$ cat config.mk
export PLATFORM = sky130hd
export DESIGN_NAME = fwd_hazard_unit
export DESIGN_NICKNAME = d
export VERILOG_FILES = /design/src/rtl/fwd_hazard_unit.sv
export SDC_FILE = /design/constraint.sdc
export NUM_CORES = 1
export LEC_CHECK = 0
export ABC_AREA = 1
export CAP_MARGIN = 20
export CORE_MARGIN = 2
export CORE_UTILIZATION = 40
export CTS_BUF_LIST = sky130_fd_sc_hd__clkbuf_4 sky130_fd_sc_hd__clkbuf_8 sky130_fd_sc_hd__clkbuf_16
export DETAILED_ROUTE_END_ITERATION = 12
export PLACE_DENSITY_LB_ADDON = 0.25
export SLEW_MARGIN = 30
export SYNTH_ARGS = -nofsm -noshare
export SYNTH_HDL_FRONTEND = slang
export SYNTH_SLANG_ARGS = --single-unit
$ cat constraint.sdc
create_clock -name clk -period 1.7 [get_ports clk]
set_input_delay 0.34 -clock clk [delete_from_list [all_inputs] [get_ports clk]]
set_output_delay 0.34 -clock clk [all_outputs]
set_load 0.01 [all_outputs]
$ cat src/rtl/fwd_hazard_unit.sv
// Pipeline hazard unit for the 5-stage core: M/W -> E operand forwarding,
// load-use (or legacy stall-until-writeback) data stalls, a multi-cycle
// branch flush sequencer and a saturating stall watchdog.
module fwd_hazard_unit #(
    parameter int ADDR_W     = 4,
    parameter int FWD_EN     = 1,
    parameter int BR_PENALTY = 2,
    parameter int CNT_W      = 4
) (
    input  logic              clk,
    input  logic              reset,
    input  logic [ADDR_W-1:0] i_RA1_D,
    input  logic [ADDR_W-1:0] i_RA2_D,
    input  logic [ADDR_W-1:0] i_RA1_E,
    input  logic [ADDR_W-1:0] i_RA2_E,
    input  logic              i_RegWrite_E,
    input  logic              i_MemtoReg_E,
    input  logic [ADDR_W-1:0] i_WA3_E,
    input  logic              i_RegWrite_M,
    input  logic [ADDR_W-1:0] i_WA3_M,
    input  logic              i_RegWrite_W,
    input  logic [ADDR_W-1:0] i_WA3_W,
    input  logic              i_PCSrc_E,
    output logic [1:0]        o_FwdA_E,
    output logic [1:0]        o_FwdB_E,
    output logic              o_StallF,
    output logic              o_StallD,
    output logic              o_FlushD,
    output logic              o_FlushE,
    output logic [CNT_W-1:0]  o_StallCnt,
    output logic              o_Timeout
);

    typedef enum logic {BR_IDLE, BR_FLUSH} br_state_t;

    localparam logic [3:0]       BR_RELOAD = 4'(BR_PENALTY - 1);
    localparam logic [3:0]       BR_ONE    = 4'd1;
    localparam logic [CNT_W-1:0] CNT_ONE   = CNT_W'(1);

    br_state_t        br_state;
    logic [3:0]       br_cnt;
    logic [CNT_W-1:0] stall_cnt;
    logic [CNT_W-1:0] stall_inc;
    logic             timeout;
    logic             data_stall;
    logic             br_flush;
    logic             stall_d;

    // The PC register (all-ones address) is never a forwarding or hazard source.
    function automatic logic reg_match(input logic [ADDR_W-1:0] src,
                                       input logic              we,
                                       input logic [ADDR_W-1:0] wa);
        return we && (wa == src) && (src != {ADDR_W{1'b1}});
    endfunction

    // Operand forwarding selects; M is the younger result so it wins over W.
    always_comb begin
        o_FwdA_E = 2'b00;
        o_FwdB_E = 2'b00;
        if (FWD_EN != 0 && !reset) begin
            if (reg_match(i_RA1_E, i_RegWrite_M, i_WA3_M))
                o_FwdA_E = 2'b10;
            else if (reg_match(i_RA1_E, i_RegWrite_W, i_WA3_W))
                o_FwdA_E = 2'b01;
            if (reg_match(i_RA2_E, i_RegWrite_M, i_WA3_M))
                o_FwdB_E = 2'b10;
            else if (reg_match(i_RA2_E, i_RegWrite_W, i_WA3_W))
                o_FwdB_E = 2'b01;
        end
    end

    // Data stall detection, then branch flush overriding the stall.
    always_comb begin
        if (FWD_EN != 0) begin
            data_stall = i_MemtoReg_E &&
                         (reg_match(i_RA1_D, i_RegWrite_E, i_WA3_E) ||
                          reg_match(i_RA2_D, i_RegWrite_E, i_WA3_E));
        end else begin
            data_stall = reg_match(i_RA1_D, i_RegWrite_E, i_WA3_E) ||
                         reg_match(i_RA2_D, i_RegWrite_E, i_WA3_E) ||
                         reg_match(i_RA1_D, i_RegWrite_M, i_WA3_M) ||
                         reg_match(i_RA2_D, i_RegWrite_M, i_WA3_M) ||
                         reg_match(i_RA1_D, i_RegWrite_W, i_WA3_W) ||
                         reg_match(i_RA2_D, i_RegWrite_W, i_WA3_W);
        end
        br_flush = i_PCSrc_E || (br_state == BR_FLUSH);
        stall_d  = !reset && data_stall && !br_flush;
        o_StallF = stall_d;
        o_StallD = stall_d;
        o_FlushD = !reset && br_flush;
        o_FlushE = !reset && (br_flush || data_stall);
    end

    // Branch flush sequencer: holds the flush for BR_PENALTY cycles, restarting on a new branch.
    always_ff @(posedge clk or posedge reset) begin
        if (reset) begin
            br_state <= BR_IDLE;
            br_cnt   <= 4'd0;
        end else begin
            case (br_state)
                BR_IDLE: begin
                    if (i_PCSrc_E && BR_PENALTY > 1) begin
                        br_cnt   <= BR_RELOAD;
                        br_state <= BR_FLUSH;
                    end
                end
                BR_FLUSH: begin
                    if (i_PCSrc_E) begin
                        br_cnt <= BR_RELOAD;
                    end else if (br_cnt == BR_ONE) begin
                        br_cnt   <= 4'd0;
                        br_state <= BR_IDLE;
                    end else begin
                        br_cnt <= br_cnt - BR_ONE;
                    end
                end
                default: begin
                    br_cnt   <= 4'd0;
                    br_state <= BR_IDLE;
                end
            endcase
        end
    end

    assign stall_inc = (stall_cnt == {CNT_W{1'b1}}) ? stall_cnt : stall_cnt + CNT_ONE;

    // Stall watchdog: counts consecutive stalled cycles; timeout tracks the saturated count.
    always_ff @(posedge clk or posedge reset) begin
        if (reset) begin
            stall_cnt <= '0;
            timeout   <= 1'b0;
        end else if (stall_d) begin
            stall_cnt <= stall_inc;
            timeout   <= (stall_inc == {CNT_W{1'b1}});
        end else begin
            stall_cnt <= '0;
            timeout   <= 1'b0;
        end
    end

    assign o_StallCnt = stall_cnt;
    assign o_Timeout  = timeout;

endmodule

==> flow_summary.json <==
{
  "grt_pass1_wl_mm": 4.06,
  "yosys.area.top_type": "dfrtp_1",
  "clock_latency_ps": 270,
  "die_y_um": 53.8,
  "final_layout_size_suffix_gt1_frac": 0.201,
  "gp_congestion": 0.823,
  "drtPass1Iterations": 4,
  "core-area_um2": 2410,
  "total_power_mw": 0.930,
  "yosysWarnings": 0,
  "gr-usage-all-layers": 0.197,
  "insertedDiodeCount": 0,
  "cts_tree": "built",
  "seq_area_um2": 250,
  "synth_area_um2": 993,
  "status": "finished, final reports clean",
  "critPathKind": "in -> out",
  "cts_inserted_buffers": 3,
  "grt_max_degree": 11,
  "wl_per_cell_um": 10.9,
  "seq_area_frac_synth": 0.252,
  "r2r_slack_ps": 350,
  "clkSlewWorstSetupHoldPaths_ps": 60,
  "power_leakage_nw": 0.822,
  "setup_violations": 0,
  "final_cell_mix": "nand2_1, inv_1, nor2_1, clkbuf_2",
  "routed_wl_mm": 2.70,
  "cts_hold_repair.buffers": 0,
  "r2r-end": "o_Timeout$_DFF_PP0_",
  "vdd_drop_max_mv": 0.595,
  "finalSetupTns_ps": 0,
  "fin_crit_ps": 1680,
  "routed_via_density": 4.75,
  "fp.dieW_um": 53.8,
  "final_cells": 249,
  "timing.slew.headroom": 0.846,
  "grt_overflow": 0,
  "antenna_left": 0,
  "start_kind": "input port",
  "syn_nets": 202,
  "dieArea_um2": 2900,
  "reg2reg_depth": 7,
  "syn2layout_area_growth_pct": 49.7,
  "nFillCells": 246,
  "cts-root-buf": "clkbuf_4",
  "critical_path_arrival_ps": 1340,
  "multiInputGateArea_um2": 642,
  "final_hold_viol_count": 0,
  "ios": 48,
  "synth_cell_types": 21,
  "ys_ff_latch": 10,
  "cts_max_level": 1,
  "power_density_nw_per_um2": 625,
  "final_common_cell": "nand2_1",
  "port_buffers": 47,
  "netlist.area_leader.share": 0.252,
  "synth_area_leaders": "dfrtp_1, nand2_1, inv_1",
  "fmax_mhz": 594,
  "postSynthAreaPerCell_um2": 6.06,
  "drtIter0Drc": 18,
  "maxCapViolations": 0,
  "hpwl_mm": 2.30,
  "numClockSinks": 10,
  "hold_class": "in -> async",
  "post-route-period-util": 0.990,
  "grt_pass1_vias": 1068,
  "rr_startpoint": "o_StallCnt[0]$_DFF_PP0_",
  "worstPathRequired_ps": 1360,
  "clockBufferDepth": 2,
  "worstMarginPinSlew_ps": 228,
  "floorplan.rows": 18,
  "place_inst": 246,
  "finClkSkew_ps": 2.97,
  "drc": 0,
  "start_util": 0.412,
  "post-route-util": 0.617,
  "antenna_found_initial": 0,
  "crit_fanout": 4,
  "endpoint_kind": "output port",
  "holdWs_ps": 265,
  "finalNetCount": 259,
  "dr_total_vias": 1183,
  "slew_viol_final": 0,
  "syn_inst": 164
}
-- cell families after synthesis --
kind of cell	share of synthesized area
xor gates and xnor gates	0.0793
buffers and inverters	0.132
DFF	0.252
adders and majority gates	0.0378
AOI/OAI and AO/OA	0.0793
and+or+nand+nor	0.419
-- area by class of cell --
cell class | instances | share of cell area
tap | 30 | 0.0252
multi-input combinational | 120 | 0.431
timing repair buffer | 53 | 0.277
inverter | 33 | 0.0833
clock buffer | 3 | 0.0151
sequential | 10 | 0.168
-- synth_stat cells, drive strengths merged --
master and instances:
o21ai 6, nor3 2, buf 1, and3 2, inv 33, nor2 25
dfrtp 10, or2 1, nand4 4, ha 3, xor2 3, nand2 43
a21oi 6, o22ai 3, nand3 10, nor2b 2, nand3b 4, xnor2 6
-- worst max-delay path by stage --
| stage | from | end | slack, ps | depth (start not counted) |
|---|---|---|---|---|
| global placement | i_RA1_E[3] | o_FwdA_E[0] | -660 | 6 |
| finish | i_PCSrc_E | o_StallF | 20 | 6 |
| detailed placement | i_WA3_E[2] | o_FlushE | -670 | 10 |
| floorplan | reset | o_FwdA_E[0] | 190 | 5 |
| global route | i_WA3_W[0] | o_FwdB_E[0] | -50 | 7 |
| CTS | i_RA1_E[3] | o_FwdA_E[0] | -20 | 6 |
-- where the power goes --
| group | leakage, nW | switching, mW | internal, mW | total (mW) |
|---|---|---|---|---|
| Combinational | 0.676 | 0.242 | 0.204 | 0.446 |
| Clock | 0.0138 | 0.0771 | 0.0816 | 0.159 |
| Sequential | 0.132 | 0.0316 | 0.293 | 0.325 |
| Total | 0.822 | 0.351 | 0.579 | 0.930 |
-- layer usage --
layer,vias up,track usage,routed length (um)
li1,623,-,-
met1,517,0.204,1110
met2,36,0.368,1400
met3,7,0.0472,135
met4,0,0.0897,59
met5,-,0,0
-- flip-flops by register name (all words and copies together) (netlist names) --
signal	count
br_cnt	4
br_state	1
o_Timeout	1
o_StallCnt	4
-- metrics by stage --
step	instance area [um^2]	setup WS, ps
6_report	1490	17.2
5_1_grt	1490	-47.7
4_1_cts	1500	-16.1
3_5_place_dp	1540	-667
3_3_place_gp	1540	-662
2_1_floorplan	993	192
-- what timing repair did --
action,4_1_cts,5_1_grt
resized for setup,70,39
setup buffers,0,0
setup endpoints to repair,8,7
pin swaps,9,10
-- critical path, cell delays in order --
cell	delay, ps
clkdlybuf4s50_1	470
nor2_2	150
buf_6	140
nand3_4	70
inv_2	60
buf_2	120
(Power assumes the default switching activity.)
